==> config.mk <==
export PLATFORM = sky130hd
export DESIGN_NAME = ft245_device
export DESIGN_NICKNAME = d
export VERILOG_FILES = /design/src/rtl/ft245_device.sv
export SDC_FILE = /design/constraint.sdc
export NUM_CORES = 1
export LEC_CHECK = 0
export BUFFER_PORTS_ARGS = -buffer_cell sky130_fd_sc_hd__clkbuf_2
export CAP_MARGIN = 10
export CORE_MARGIN = 8
export CORE_UTILIZATION = 45
export DETAILED_ROUTE_END_ITERATION = 16
export SETUP_SLACK_MARGIN = 0.02
export SLEW_MARGIN = 20
export SYNTH_ARGS = -nofsm -noshare
export SYNTH_HDL_FRONTEND = slang
export SYNTH_SLANG_ARGS = --single-unit
==> constraint.sdc <==
create_clock -name clk -period 3.2 [get_ports clk]
set_input_delay 0 -clock clk [delete_from_list [all_inputs] [get_ports clk]]
set_output_delay 0 -clock clk [all_outputs]
set_load 0.005 [all_outputs]
==> src/rtl/ft245_device.sv <==
// Device side of an FT245-style asynchronous byte-FIFO port: answers host rd_n/wr_n
// strobes from an IN FIFO (to host) and into an OUT FIFO (from host).
module ft245_device #(
  parameter int DEPTH    = 16,
  parameter int RXF_HOLD = 2,
  parameter int TXE_HOLD = 2
) (
  input  logic                    clk,
  input  logic                    rst_n,
  input  logic                    pad_rd_n,
  input  logic                    pad_wr_n,
  input  logic [7:0]              pad_data_i,
  output logic [7:0]              pad_data_o,
  output logic                    pad_data_oe,
  output logic                    pad_rxf_n,
  output logic                    pad_txe_n,
  input  logic [7:0]              in_data,
  input  logic                    in_valid,
  output logic                    in_ready,
  output logic [7:0]              out_data,
  output logic                    out_valid,
  input  logic                    out_ready,
  output logic [$clog2(DEPTH):0]  in_level,
  output logic [$clog2(DEPTH):0]  out_level,
  output logic                    rd_err,
  output logic                    wr_err
);

  localparam int AW  = $clog2(DEPTH);
  localparam int RHW = $clog2(RXF_HOLD + 1);
  localparam int THW = $clog2(TXE_HOLD + 1);

  typedef enum logic [1:0] {
    RD_IDLE,
    RD_READ,
    RD_RELEASE
  } rd_state_t;

  // Registered pad inputs and their previous values for edge detection.
  logic            r_rd_q, r_rd_p;
  logic            r_wr_q, r_wr_p;
  logic [7:0]      r_din_q;
  logic            r_live;

  logic [7:0]      r_in_mem  [DEPTH];
  logic [7:0]      r_out_mem [DEPTH];
  logic [AW:0]     r_in_wptr, r_in_rptr;
  logic [AW:0]     r_out_wptr, r_out_rptr;

  rd_state_t       r_state;
  logic [7:0]      r_data_o;
  logic            r_data_oe;
  logic [RHW-1:0]  r_rxf_hold;
  logic [THW-1:0]  r_txe_hold;
  logic            r_rd_err, r_wr_err;

  logic w_in_empty, w_in_full, w_out_empty, w_out_full;
  logic w_in_push, w_in_pop, w_out_push, w_out_pop;
  logic w_rd_fall, w_rd_rise, w_wr_fall;
  logic w_rxf_n, w_txe_n;

  assign w_in_empty  = (r_in_wptr == r_in_rptr);
  assign w_in_full   = (r_in_wptr[AW] != r_in_rptr[AW]) &&
                       (r_in_wptr[AW-1:0] == r_in_rptr[AW-1:0]);
  assign w_out_empty = (r_out_wptr == r_out_rptr);
  assign w_out_full  = (r_out_wptr[AW] != r_out_rptr[AW]) &&
                       (r_out_wptr[AW-1:0] == r_out_rptr[AW-1:0]);

  assign w_rd_fall = r_rd_p & ~r_rd_q;
  assign w_rd_rise = ~r_rd_p & r_rd_q;
  assign w_wr_fall = r_wr_p & ~r_wr_q;

  // Flags are held off during RELEASE and while the post-transfer hold counts down.
  assign w_rxf_n = ~(~w_in_empty && (r_rxf_hold == '0) && (r_state != RD_RELEASE));
  assign w_txe_n = ~(r_live && ~w_out_full && (r_txe_hold == '0));

  assign w_in_push  = in_valid & ~w_in_full;
  assign w_in_pop   = (r_state == RD_READ) & w_rd_rise;
  assign w_out_push = w_wr_fall & ~w_txe_n;
  assign w_out_pop  = ~w_out_empty & out_ready;

  assign pad_data_o  = r_data_o;
  assign pad_data_oe = r_data_oe;
  assign pad_rxf_n   = w_rxf_n;
  assign pad_txe_n   = w_txe_n;
  assign in_ready    = ~w_in_full;
  assign out_data    = r_out_mem[r_out_rptr[AW-1:0]];
  assign out_valid   = ~w_out_empty;
  assign in_level    = r_in_wptr - r_in_rptr;
  assign out_level   = r_out_wptr - r_out_rptr;
  assign rd_err      = r_rd_err;
  assign wr_err      = r_wr_err;

  // NOTE: storage has no reset; the pointers alone decide which entries are valid,
  // so the arrays can map onto plain RAM.
  always_ff @(posedge clk) begin
    if (w_in_push)  r_in_mem[r_in_wptr[AW-1:0]]   <= in_data;
    if (w_out_push) r_out_mem[r_out_wptr[AW-1:0]] <= r_din_q;
  end

  // NOTE: every clocked block uses non-blocking assignments so all registers
  // update from the same pre-edge values regardless of statement order.
  always_ff @(posedge clk) begin
    if (!rst_n) begin
      r_rd_q     <= 1'b1;
      r_rd_p     <= 1'b1;
      r_wr_q     <= 1'b1;
      r_wr_p     <= 1'b1;
      r_din_q    <= 8'h00;
      r_live     <= 1'b0;
      r_in_wptr  <= '0;
      r_in_rptr  <= '0;
      r_out_wptr <= '0;
      r_out_rptr <= '0;
    end else begin
      r_rd_q  <= pad_rd_n;
      r_rd_p  <= r_rd_q;
      r_wr_q  <= pad_wr_n;
      r_wr_p  <= r_wr_q;
      r_din_q <= pad_data_i;
      r_live  <= 1'b1;
      if (w_in_push)  r_in_wptr  <= r_in_wptr + (AW+1)'(1);
      if (w_in_pop)   r_in_rptr  <= r_in_rptr + (AW+1)'(1);
      if (w_out_push) r_out_wptr <= r_out_wptr + (AW+1)'(1);
      if (w_out_pop)  r_out_rptr <= r_out_rptr + (AW+1)'(1);
    end
  end

  // Host read FSM; the bus byte is latched once at IDLE->READ so later pushes cannot disturb it.
  always_ff @(posedge clk) begin
    if (!rst_n) begin
      r_state    <= RD_IDLE;
      r_data_o   <= 8'h00;
      r_data_oe  <= 1'b0;
      r_rxf_hold <= '0;
      r_rd_err   <= 1'b0;
    end else begin
      if (w_in_pop)
        r_rxf_hold <= RHW'(RXF_HOLD);
      else if (r_rxf_hold != '0)
        r_rxf_hold <= r_rxf_hold - RHW'(1);

      if (w_rd_fall && w_rxf_n)
        r_rd_err <= 1'b1;

      case (r_state)
        RD_IDLE: begin
          if (w_rd_fall && !w_rxf_n) begin
            r_state   <= RD_READ;
            r_data_oe <= 1'b1;
            r_data_o  <= r_in_mem[r_in_rptr[AW-1:0]];
          end
        end
        RD_READ: begin
          if (w_rd_rise) begin
            r_state   <= RD_RELEASE;
            r_data_oe <= 1'b0;
          end
        end
        RD_RELEASE: begin
          r_state   <= RD_IDLE;
          r_data_oe <= 1'b0;
        end
        default: begin
          r_state   <= RD_IDLE;
          r_data_oe <= 1'b0;
        end
      endcase
    end
  end

  // Host write side: one push per falling edge, then txe_n held off for TXE_HOLD cycles.
  always_ff @(posedge clk) begin
    if (!rst_n) begin
      r_txe_hold <= '0;
      r_wr_err   <= 1'b0;
    end else begin
      if (w_out_push)
        r_txe_hold <= THW'(TXE_HOLD);
      else if (r_txe_hold != '0)
        r_txe_hold <= r_txe_hold - THW'(1);

      if (w_wr_fall && w_txe_n)
        r_wr_err <= 1'b1;
    end
  end

endmodule

Yosys cells after proc, flatten, opt, wreduce, memory -nomap -nowiden
Memories as Yosys holds them, arrays and structs flattened. A register that Yosys moved wholly into a read port is not among the register bits.
Index checks and enable logic that the tools add are counted.
{"block": "totals", "elab_cells": 93, "ramBits": 256, "memories": 2, "ff_bits": 42, "in_bits": 22}
{"block": "op_classes", "n_reduce_logical": 21, "n_eq_ne": 10, "muxes": 17, "addsub": 8, "bitwise_logic": 17}
{"name": "r_in_mem", "depth": 16, "width": 8, "read_ports": 1, "rd_clocked_by_memory_dff": 1, "write_ports": 1, "line": "45", "source": "logic [7:0] r_in_mem [DEPTH];"}
{"name": "r_out_mem", "depth": 16, "width": 8, "read_ports": 1, "rd_clocked_by_memory_dff": 1, "write_ports": 1, "line": "46", "source": "logic [7:0] r_out_mem [DEPTH];"}
{"op": "adder 5 x 1 -> 5 bit (second input constant)", "n": 4}
{"op": "2-to-1 mux 2 bit", "n": 6}
{"op": "== test 5 bit", "n": 2}
{"op": "NOT 1 bit", "n": 10}
{"op": "subtractor 5 bit", "n": 2}
{"op": "logical AND 1 bit", "n": 9}
{"op": "== test 4 bit", "n": 2}
{"op": "2-to-1 mux 4 bit", "n": 2}
{"op": "nonzero test 2 bit", "n": 4}
{"op": "AND 1 bit", "n": 7}
{"op": "2-to-1 mux 1 bit", "n": 7}
{"op": "zero test 2 bit", "n": 3}
{"op": "inequality test 2 bit (second input constant)", "n": 3}
{"op": "case mux 2 bit (2 select lines)", "n": 1}
{"op": "AND reduction 2 bit", "n": 2}
{"op": "OR reduction 2 bit", "n": 2}
{"op": "subtractor 2 x 1 -> 2 bit (second input constant)", "n": 2}
{"op": "== test 2 x 1 -> 1 bit (second input constant)", "n": 1}
{"op": "inequality test 1 bit", "n": 2}
{"op": "case mux 1 bit (2 select lines)", "n": 1}
{"op": "zero test 1 bit", "n": 1}

Logic depth before layout (Yosys ltp)
Gate-level depths: netlist (run 1).
{"block": "depth", "depth_word": 8, "depth_mapped": 8}

Worst setup path after synthesis (run 1)
OpenSTA, ideal clock, no wires.
{"block": "synth_timing", "path_type": "flip-flop to flip-flop", "startpoint": "reg r_in_rptr[2]", "endpoint": "mem r_in_mem[0][0], enable pin", "path_stages_with_launch": 8, "n_path_buf": 1, "setup_time_ns": 0.383, "slack_ns": 0.589, "t_arrival_ns": 2.227, "cell_sequence": "dfxtp_1 > buf_1 > inv_1 > ha_1 > nand4_1 > o21a_1 > nand2_1 > nor3_1"}
{"block": "synth_between", "elab_chain_len": 6}
{"item": "start, declared", "line": "47", "source": "logic [AW:0] r_in_wptr, r_in_rptr;"}
{"item": "start signal, assigned", "line": "123", "source": "if (w_in_pop) r_in_rptr <= r_in_rptr + (AW+1)'(1);"}
{"item": "== test 4 bit", "line": "64", "source": "(r_in_wptr[AW-1:0] == r_in_rptr[AW-1:0]);"}
{"item": "logical AND 1 bit", "line": "63", "source": "assign w_in_full = (r_in_wptr[AW] != r_in_rptr[AW]) &&"}
{"item": "NOT 1 bit", "line": "77", "source": "assign w_in_push = in_valid & ~w_in_full;"}
{"item": "AND 1 bit", "line": "77"}
{"item": "2-to-1 mux 1 bit", "line": "97", "source": "if (w_in_push) r_in_mem[r_in_wptr[AW-1:0]] <= in_data;"}
{"item": "2-to-1 mux 1 bit (not written as such)", "line": "97"}
{"item": "end, declared", "line": "45"}
No other way between the ends.

==> flow_summary.json, run 1 <==
{
  "whs_path_depth": 3,
  "drt-vias-per-instance": 5.55,
  "clk_pin_slew_ns": 0.06,
  "grt.total_usage_pct": 15.5,
  "drt_drc_violations_left": 0,
  "gp_congestion": 0.826,
  "die_y_um": 181,
  "h-tree-depth": 1,
  "crit_fanout": 18,
  "die_w_um": 181,
  "synth_top_area_share_pct": 62.6,
  "antenna_found_initial": 0,
  "yosysWarnings": 0,
  "grt_pass1_vias": 6660,
  "dp_hpwl_um": 17200,
  "syn_area_um2": 12300,
  "ant_nets": 0,
  "drtIter0Drc": 406,
  "fin_hold_ws_ns": 0.172,
  "use_met1_pct": 18.6,
  "cts_buffer_depth": 3,
  "period_share_pct": 85.8,
  "fin_skew_ns": 0.0209,
  "cp.required_ns": 3.20,
  "use_met2_pct": 28.3,
  "drt-total-wl_um": 25800,
  "yosys-top-cells-area": "edfxtp_1 (63%), dfxtp_1 (8.6%), mux4_2 (5.9%)",
  "seq_area_um2": 8750,
  "power.density_nw_per_um2": 616,
  "synthCells": 678,
  "maxCapViolations": 0,
  "peakVddDrop_v": 0.000485,
  "start_util_pct": 45.7,
  "num_io_pins": 55,
  "drv_slew": 0,
  "grt_max_degree": 54,
  "area_growth_pct": 16.0,
  "ff2ff_path_depth": 6,
  "post-place-cells": 1059,
  "worst_setup_path_end_kind": "output pin",
  "comb_power_share_pct": 4.8,
  "dr.pass1.iters": 4,
  "fin_crit_ns": 2.75,
  "leakagePower_uw": 0.00482,
  "busiest_layer": "met2",
  "finalSetupViolCount": 0,
  "synth_edf_count": 256,
  "clock-sinks": 309,
  "p_clk_share_pct": 44.2,
  "synthDistinctLibCells": 53,
  "core.rowCount": 60,
  "dieArea_um2": 32800,
  "yosysTopAreaCell": "edfxtp_1",
  "tightest_slew_ns": 0.889,
  "post_cts_buffers": 0,
  "tns_ns": 0,
  "vias": 6313,
  "grt_overflow": 0,
  "power.internal_uw": 7030,
  "layout_common_cells": "edfxtp_1 (256), clkbuf_2 (54), dfxtp_1 (51)",
  "grt_first_pass_wirelength_um": 39200,
  "gr-usage-met3_pct": 2.61,
  "avgRoutedWirePerCell_um": 22.7,
  "seqPwrFrac_pct": 51.0,
  "synthFlopType": "edfxtp_1",
  "cp-start-kind": "register",
  "worst_hold_path_type": "in -> reg",
  "layout.cells.non_filler": 1137,
  "rsz0062_at_grt": "no",
  "clk_latency_ns": 0.56,
  "synth_seq_cells": 309,
  "fill_cells": 2096,
  "seq_area_frac_synth_pct": 71.3,
  "dpl_worst_slack_ns": 0.621,
  "cts_root_buf": "clkbuf_16",
  "hold_viol": 0,
  "core_um2": 26900,
  "layout_commonest_cell": "edfxtp_1",
  "cts_resized": 0,
  "diodes": 0,
  "finalWorstSetupSlack_ns": 0.454,
  "p_switching_uw": 1740,
  "worstSetupPathType": "reg -> out",
  "multi_input_area_um2": 3280,
  "relSlewSlack_pct": 40.7,
  "io_buffers": 54,
  "numCtsBuffers": 31,
  "cts_tree": "yes",
  "status": "finished, final reports clean",
  "drive_above_1_share_pct": 19.6,
  "crit_arrival_ns": 2.75,
  "fmax_mhz": 364,
  "finalNetCount": 813,
  "syn_nets": 720,
  "switching_share_pct": 19.8,
  "synth.avg_cell_area_um2": 18.1,
  "synthArstFlopShare_pct": 0
}
## cells by family (layout without fill, tap and decap cells)
group	after synthesis	in the layout	synth area share, %
AND/OR/NAND/NOR	116	116	5.21
multiplexers	93	93	14.0
AO/OA/AOI/OAI	71	71	3.85
flip-flops	309	309	71.3
XOR/XNOR	21	21	1.50
buffers and inverters	48	166	1.99
adder cells (fa/ha/maj)	20	20	2.16
## flip-flops by register name, summed over array words and instances (netlist names), 5 cells and up, named ones only
signal / count
pad_data_o: 8
r_din_q: 8
r_in_mem: 128
r_in_rptr: 5
r_in_wptr: 5
r_out_mem: 128
r_out_rptr: 5
r_out_wptr: 5
## cell type report
cell class	count	area share, %
timing repair buffer	90	4.23
multi-input combinational	321	23.1
tap	341	3.00
sequential	309	61.4
inverter	18	0.474
clock inverter	16	1.85
clock buffer	42	5.95
## power groups by stage
stage | registers, µW | logic [µW] | clock network, µW
after floorplan | 4520 | 271 | 0
after global placement | 4550 | 405 | 0
after detailed placement | 4560 | 411 | 0
after CTS | 4470 | 432 | 3960
after global routing | 4470 | 460 | 4090
final | 4470 | 422 | 3880
## cell usage after synthesis, types with 9 or more instances
| master | number |
|---|---|
| o22ai_1 | 16 |
| mux4_2 | 32 |
| nand2_1 | 20 |
| mux4_1 | 24 |
| dfxtp_1 | 53 |
| nor2_1 | 17 |
| nor2b_1 | 11 |
| xnor2_1 | 17 |
| mux2i_1 | 37 |
| a31oi_1 | 9 |
| and3_1 | 16 |
| o21ai_0 | 10 |
| clkbuf_1 | 12 |
| edfxtp_1 | 256 |
| inv_1 | 18 |
| and2_1 | 22 |
| ha_1 | 18 |
## metrics by stage
step | cell area [µm²] | utilization [%] | total power [µW]
after detailed placement | 12900 | 48.1 | 4970
final | 14200 | 53.0 | 8770
after global placement | 12900 | 48.1 | 4960
after CTS | 14200 | 53.0 | 8860
after global routing | 14200 | 53.0 | 9030
after floorplan | 12300 | - | 4790
## path summary, 6_finish.rpt
check,start,endpoint,slack (ns)
worst max-delay path,register,out_data[3],0.45
worst min-delay path,pad_wr_n,r_wr_q$_SDFF_PN1_,0.17
worst max register to register,r_in_rptr[3]$_SDFFE_PN0P_,r_in_mem[13][1]$_DFFE_PP_,0.63
worst min register to register,r_wr_q$_SDFF_PN1_,r_wr_p$_SDFF_PN1_,0.45
## routing by layer
layer / vias to the layer above / routed length (µm)
met5: - / 0
met4: 0 / 637
met3: 46 / 961
met2: 142 / 13600
met1: 3250 / 10600
li1: 2875 / -
## what timing repair did
| action | in CTS | in global routing |
|---|---|---|
| endpoints found under the hold margin | 143 | 0 |
| hold buffers | 20 | 0 |
| setup endpoints to repair | 0 | 0 |
## critical path, cell delays in order, from the launching register on
cell and delay (ns):
dfxtp_2 0.72, buf_12 0.25, mux4_2 0.58, mux4_2 0.50, clkbuf_2 0.13
(Power assumes the default switching activity.)
==> run 2: changes to the inputs <==
CTS_BUF_LIST = sky130_fd_sc_hd__clkbuf_8   (was default)
==> run 2 against run 1 <==
Effect of this change:
- clock-buffer cell count rose by 17
- clock power decreased by 19%
- combinational power about the same
- final cell count grew 3.2%
- largest cell class unchanged
- register-to-register slack is essentially flat
- global-route usage is 0.33 points higher
- clock skew up 0.0079 ns
- sequential share of layout area rose by 0.68 points
- routed wire length increased by 1.3%
- critical path depth unchanged
- sequential power hardly changed
- flip-flop and latch count unchanged
==> flow_summary.json, run 2 (synthesis gave the netlist of run 1 again) <==
{
  "grt_first_pass_wirelength_um": 39800,
  "cp-start-kind": "register",
  "leakagePower_uw": 0.00486,
  "layout_common_cells": "edfxtp_1 (256), clkbuf_8 (59), clkbuf_2 (54)",
  "comb_power_share_pct": 5.2,
  "ant_nets": 0,
  "h-tree-depth": 2,
  "worstSetupPathType": "reg -> out",
  "power.internal_uw": 6290,
  "post_cts_buffers": 0,
  "path_cells": "buf_12 -> mux4_2 -> mux4_2 -> clkbuf_2",
  "worst_setup_path_end_kind": "output pin",
  "antenna_found_initial": 0,
  "grt.total_usage_pct": 15.9,
  "worst_hold_path_type": "in -> reg",
  "gp_congestion": 0.826,
  "tns_ns": 0,
  "switching_share_pct": 21.6,
  "grt_pass1_vias": 6873,
  "maxCapViolations": 0,
  "dr.pass1.iters": 5,
  "avgRoutedWirePerCell_um": 22.3,
  "crit_arrival_ns": 2.75,
  "fin_util_pct": 52.4,
  "drtIter0Drc": 390,
  "cp_slowest_stage_delay_ns": 0.72,
  "drive_above_1_share_pct": 20.3,
  "critPathBufInv": 2,
  "crit_fanout": 18,
  "post-place-cells": 1059,
  "rsz0062_at_grt": "no",
  "status": "finished, final reports clean",
  "vias": 6366,
  "drt-total-wl_um": 26100,
  "postPlaceCellArea_um2": 12900,
  "hold_viol": 0,
  "core_um2": 26900,
  "drt_drc_violations_left": 0,
  "relSlewSlack_pct": 41.5,
  "finalInstanceArea_um2": 14100,
  "p_clk_share_pct": 39.0,
  "slowest_stage": "dfxtp_2",
  "layout_commonest_cell": "edfxtp_1",
  "numCtsBuffers": 50,
  "cts_buffer_depth": 3,
  "grt_overflow": 0,
  "reg2reg_from": "r_in_rptr[3]$_SDFFE_PN0P_",
  "clk_pin_slew_ns": 0.06,
  "fin_crit_ns": 2.75,
  "dieArea_um2": 32800,
  "start_util_pct": 45.7,
  "cp.required_ns": 3.20,
  "core.rowCount": 60,
  "path_delay_family": "multiplexers",
  "fmax_mhz": 363,
  "area_growth_pct": 14.7,
  "cpMostUsedCell": "mux4_2",
  "layout.cells.non_filler": 1173,
  "die_w_um": 181,
  "finalSetupViolCount": 0,
  "fill_cells": 2150,
  "clk_latency_ns": 0.56,
  "tightest_slew_ns": 0.878,
  "finalNetCount": 832,
  "die_y_um": 181,
  "dp_hpwl_um": 17200,
  "io_buffers": 54,
  "diodes": 0,
  "peakVddDrop_v": 0.000376,
  "min_from": "pad_wr_n",
  "power.density_nw_per_um2": 570,
  "clock-sinks": 309,
  "fin_skew_ns": 0.0288,
  "grt_max_degree": 54,
  "cts_resized": 0,
  "cts_tree": "yes",
  "period_share_pct": 86.1,
  "drt-vias-per-instance": 5.43,
  "seqPwrFrac_pct": 55.7,
  "drv_slew": 0,
  "cts_root_buf": "clkbuf_8",
  "num_io_pins": 55,
  "p_switching_uw": 1740
}
==> run 2: cell count changes in the layout (fill, tap and decap cells not counted), sizes merged <==
cell and change:
bufinv -7, clkbuf +17, clkinv +1, clkinvlp -2
inv +27
==> run 2: area by class of cell <==
cell class | count | area [µm²] | area share, %
Clock inverter | 35 | 143 | 1.01
Timing Repair Buffer | 90 | 603 | 4.28
Inverter | 18 | 67.6 | 0.480
Clock buffer | 59 | 812 | 5.76
Multi-Input combinational cell | 321 | 3280 | 23.3
Sequential cell | 309 | 8750 | 62.1
Tap cell | 341 | 427 | 3.03
==> run 2: power by group through the flow <==
stage | Clock [µW] | Sequential [µW] | Combinational, µW
finish | 3130 | 4470 | 421
global route | 3400 | 4480 | 461
CTS | 3230 | 4470 | 431
detailed placement | 0 | 4560 | 411
global placement | 0 | 4550 | 405
floorplan | 0 | 4520 | 271
==> run 2: path summary, 6_finish.rpt <==
check	end	slack [ns]	cells past startpoint
setup / recovery	out_data[3]	0.45	4
hold / removal	r_wr_q$_SDFF_PN1_	0.18	3
setup reg to reg	r_in_mem[13][4]$_DFFE_PP_	0.63	6
hold reg to reg	r_wr_p$_SDFF_PN1_	0.45	1
==> run 2: what timing repair did <==
item / 4_1_cts / 5_1_grt
hold endpoints to repair: 145 / 0
hold buffers: 20 / 0
endpoints found under the setup margin: 0 / 0
==> run 2: layer usage <==
layer | wire length, µm | part of all wire [%] | track usage, %
met1 | 10600 | 40 | 18.4
met2 | 13700 | 52 | 28.6
met3 | 1220 | 4.7 | 3.45
met4 | 654 | 2.5 | 5.44
met5 | 0 | 0 | 0
==> run 2: worst register-to-register path, cell delays in order, from the launching register on <==
cell and delay [ns]:
dfxtp_1 0.54, inv_1 0.10, ha_1 0.33, nand4_1 0.23
o21a_1 0.29, nand2_1 0.16, nor2_1 0.56
==> run 2: per-stage QoR <==
step | hold slack, ns | total power, µW | setup slack (ns)
global placement | 0.185 | 4960 | 0.741
global route | 0.173 | 8330 | 0.329
CTS | 0.142 | 8130 | 0.386
floorplan | 0.0277 | 4790 | 0.589
detailed placement | 0.194 | 4970 | 0.621
finish | 0.177 | 8030 | 0.445
==> run 3: changes to the inputs <==
ABC_AREA = 1   (was default)
CTS_BUF_LIST = default   (was sky130_fd_sc_hd__clkbuf_8)
SETUP_SLACK_MARGIN = 0.1   (was 0.02)
==> run 3 against run 2 <==
Effect of this change:
- design area grew 6.6%
- critical path depth grew 5
- setup slack gained 0.083 ns
- non-clock buffer count is the same
- combinational power grew 70%
- global-route usage grew 1.6 points
- via count grew 37%
- sequential share of layout area shrank 3.8 points
- register-to-register slack lost 0.10 ns
- routed wire length grew 16%
- clock skew shrank 0.0014 ns
- critical endpoint is now r_in_mem[14][6]$_DFFE_PP_
- largest cell class unchanged
==> flow_summary.json, run 3 <==
{
  "area_growth_pct": 14.0,
  "dieArea_um2": 35000,
  "synth_seq_cells": 309,
  "drtIter0Drc": 690,
  "die_y_um": 187,
  "maxCapViolations": 0,
  "clk_latency_ns": 0.52,
  "syn_nets": 1274,
  "start_util_pct": 45.8,
  "diodes": 0,
  "fin_skew_ns": 0.0275,
  "synth_top_area_share_pct": 58.4,
  "numCtsBuffers": 34,
  "drt_drc_violations_left": 0,
  "period_share_pct": 83.5,
  "dr.pass1.iters": 6,
  "peakVddDrop_v": 0.000409,
  "fin_crit_ns": 2.67,
  "grt.total_usage_pct": 17.5,
  "cp.required_ns": 3.36,
  "tns_ns": 0,
  "fmax_mhz": 374,
  "drt-total-wl_um": 30200,
  "cts_root_buf": "clkbuf_16",
  "seq_area_frac_synth_pct": 66.4,
  "layout_common_cells": "nand2_1 (268), edfxtp_1 (256), inv_1 (169)",
  "power.density_nw_per_um2": 607,
  "antenna_found_initial": 0,
  "clock-sinks": 309,
  "ant_nets": 0,
  "crit_fanout": 12,
  "h-tree-depth": 2,
  "cts_tree": "yes",
  "io_buffers": 54,
  "avgRoutedWirePerCell_um": 17.7,
  "yosys-top-cells-count": "nand2_1 (268), edfxtp_1 (256), inv_1 (169), nand3_1 (130), nor2_1 (69)",
  "fin_hold_ws_ns": 0.0108,
  "cts_resized": 0,
  "worst_hold_path_type": "in -> reg",
  "synthArstFlopShare_pct": 0,
  "cts_buffer_depth": 3,
  "dp_hpwl_um": 19400,
  "cp-start-kind": "register",
  "num_io_pins": 55,
  "syn_area_um2": 13200,
  "crit_arrival_ns": 2.83,
  "worst_setup_path_end_kind": "register",
  "relSlewSlack_pct": 41.7,
  "synthCells": 1232,
  "core.rowCount": 62,
  "drv_slew": 0,
  "synth.avg_cell_area_um2": 10.7,
  "grt_max_degree": 68,
  "yosysTopAreaCell": "edfxtp_1",
  "grt_overflow": 0,
  "tightest_slew_ns": 0.874,
  "status": "finished, final reports clean",
  "vias": 8702,
  "grt_first_pass_wirelength_um": 48300,
  "leakagePower_uw": 0.00595,
  "finalNetCount": 1344,
  "drt-vias-per-instance": 5.09,
  "drive_above_1_share_pct": 11.5,
  "finalSetupViolCount": 0,
  "clk_pin_slew_ns": 0.06,
  "gp_congestion": 0.901,
  "worstSetupPathType": "reg -> reg",
  "layout_commonest_cell": "nand2_1",
  "core_um2": 28800,
  "synth_edf_count": 256,
  "yosysWarnings": 0,
  "synthFlopType": "edfxtp_1",
  "post-synth-top-count-cell": "nand2_1",
  "rsz0062_at_grt": "no",
  "die_w_um": 187,
  "grt_pass1_vias": 8508,
  "yosys-top-cells-area": "edfxtp_1 (58%), dfxtp_1 (8.1%), nand2_1 (7.6%)",
  "hold_viol": 0,
  "synthDistinctLibCells": 36
}
-- run 3: changes by cell type after synthesis, sizes merged, moves of 21 or more --
cell	previous run	this run
mux2i	37	0
o21ai	11	53
a21oi	8	63
inv	18	174
o211ai	3	32
and2	22	1
buf	18	42
nand3	1	134
nor2	17	72
nand2	20	277
mux4	56	0
-- run 3: kinds of logic (layout without fill, tap and decap cells) --
family | count (synthesis) | after routing | synth area share [%]
simple gates | 510 | 510 | 17.0
flops | 309 | 309 | 66.4
buf+inv | 231 | 323 | 7.46
compound gates | 151 | 151 | 6.39
fa+ha+maj | 20 | 20 | 2.01
xor+xnor | 11 | 11 | 0.731
-- run 3: timing repair --
item	CTS	global route
hold endpoints to repair	24	0
hold buffers	12	0
buffers inserted	0	0
-- run 3: layout make-up --
class | instances | area [µm²]
repair buffers | 90 | 583
flip-flops and latches | 309 | 8750
clock buffers | 44 | 941
multi-input cells | 692 | 3440
clock inverters | 14 | 160
well taps | 384 | 480
inverters | 175 | 657
fillers | 2484 | 13800
-- run 3: per-layer routing --
metal,wire [µm],global-route usage (%),up-vias
li1,-,-,4275
met1,14400,25.7,4109
met2,13100,25.8,274
met3,2110,3.28,44
met4,675,5.10,0
met5,0,0,-
-- run 3: stage by stage --
stage	cells	cell area, µm²	setup slack (ns)	util [%]	total power [µW]
after floorplan	1232	13200	0.920	-	5040
after global placement	1638	13800	0.597	47.9	5330
after detailed placement	1638	13800	0.519	47.9	5330
after CTS	1708	15000	0.493	52.2	9180
after global routing	1708	15000	0.305	52.2	9450
final	1708	15000	0.529	52.2	9120
-- run 3: critical path, stage by stage (launching register included) --
cell and delay (ns):
dfxtp_1 0.59, inv_1 0.12, ha_1 0.36, nand2_2 0.11, nor2_4 0.05, nand3_2 0.08
nand2_4 0.08, inv_2 0.13, nand2_1 0.17, nor2_1 0.60
-- run 3: final timing paths --
path,from,to,slack [ns],cells past startpoint
max,r_in_rptr[2]$_SDFFE_PN0P_,r_in_mem[14][6]$_DFFE_PP_,0.53,9
min reg2reg,r_wr_q$_SDFF_PN1_,r_wr_p$_SDFF_PN1_,0.44,1
max reg2reg,r_in_rptr[2]$_SDFFE_PN0P_,r_in_mem[14][6]$_DFFE_PP_,0.53,9
min,in_data[4],r_in_mem[14][4]$_DFFE_PP_,0.01,1
-- run 3: where the power goes --
group | leakage [µW] | internal (µW) | switching [µW]
clock | 0.000536 | 2320 | 1540
combinational | 0.00265 | 269 | 446
sequential | 0.00276 | 4410 | 135
total | 0.00595 | 7000 | 2120
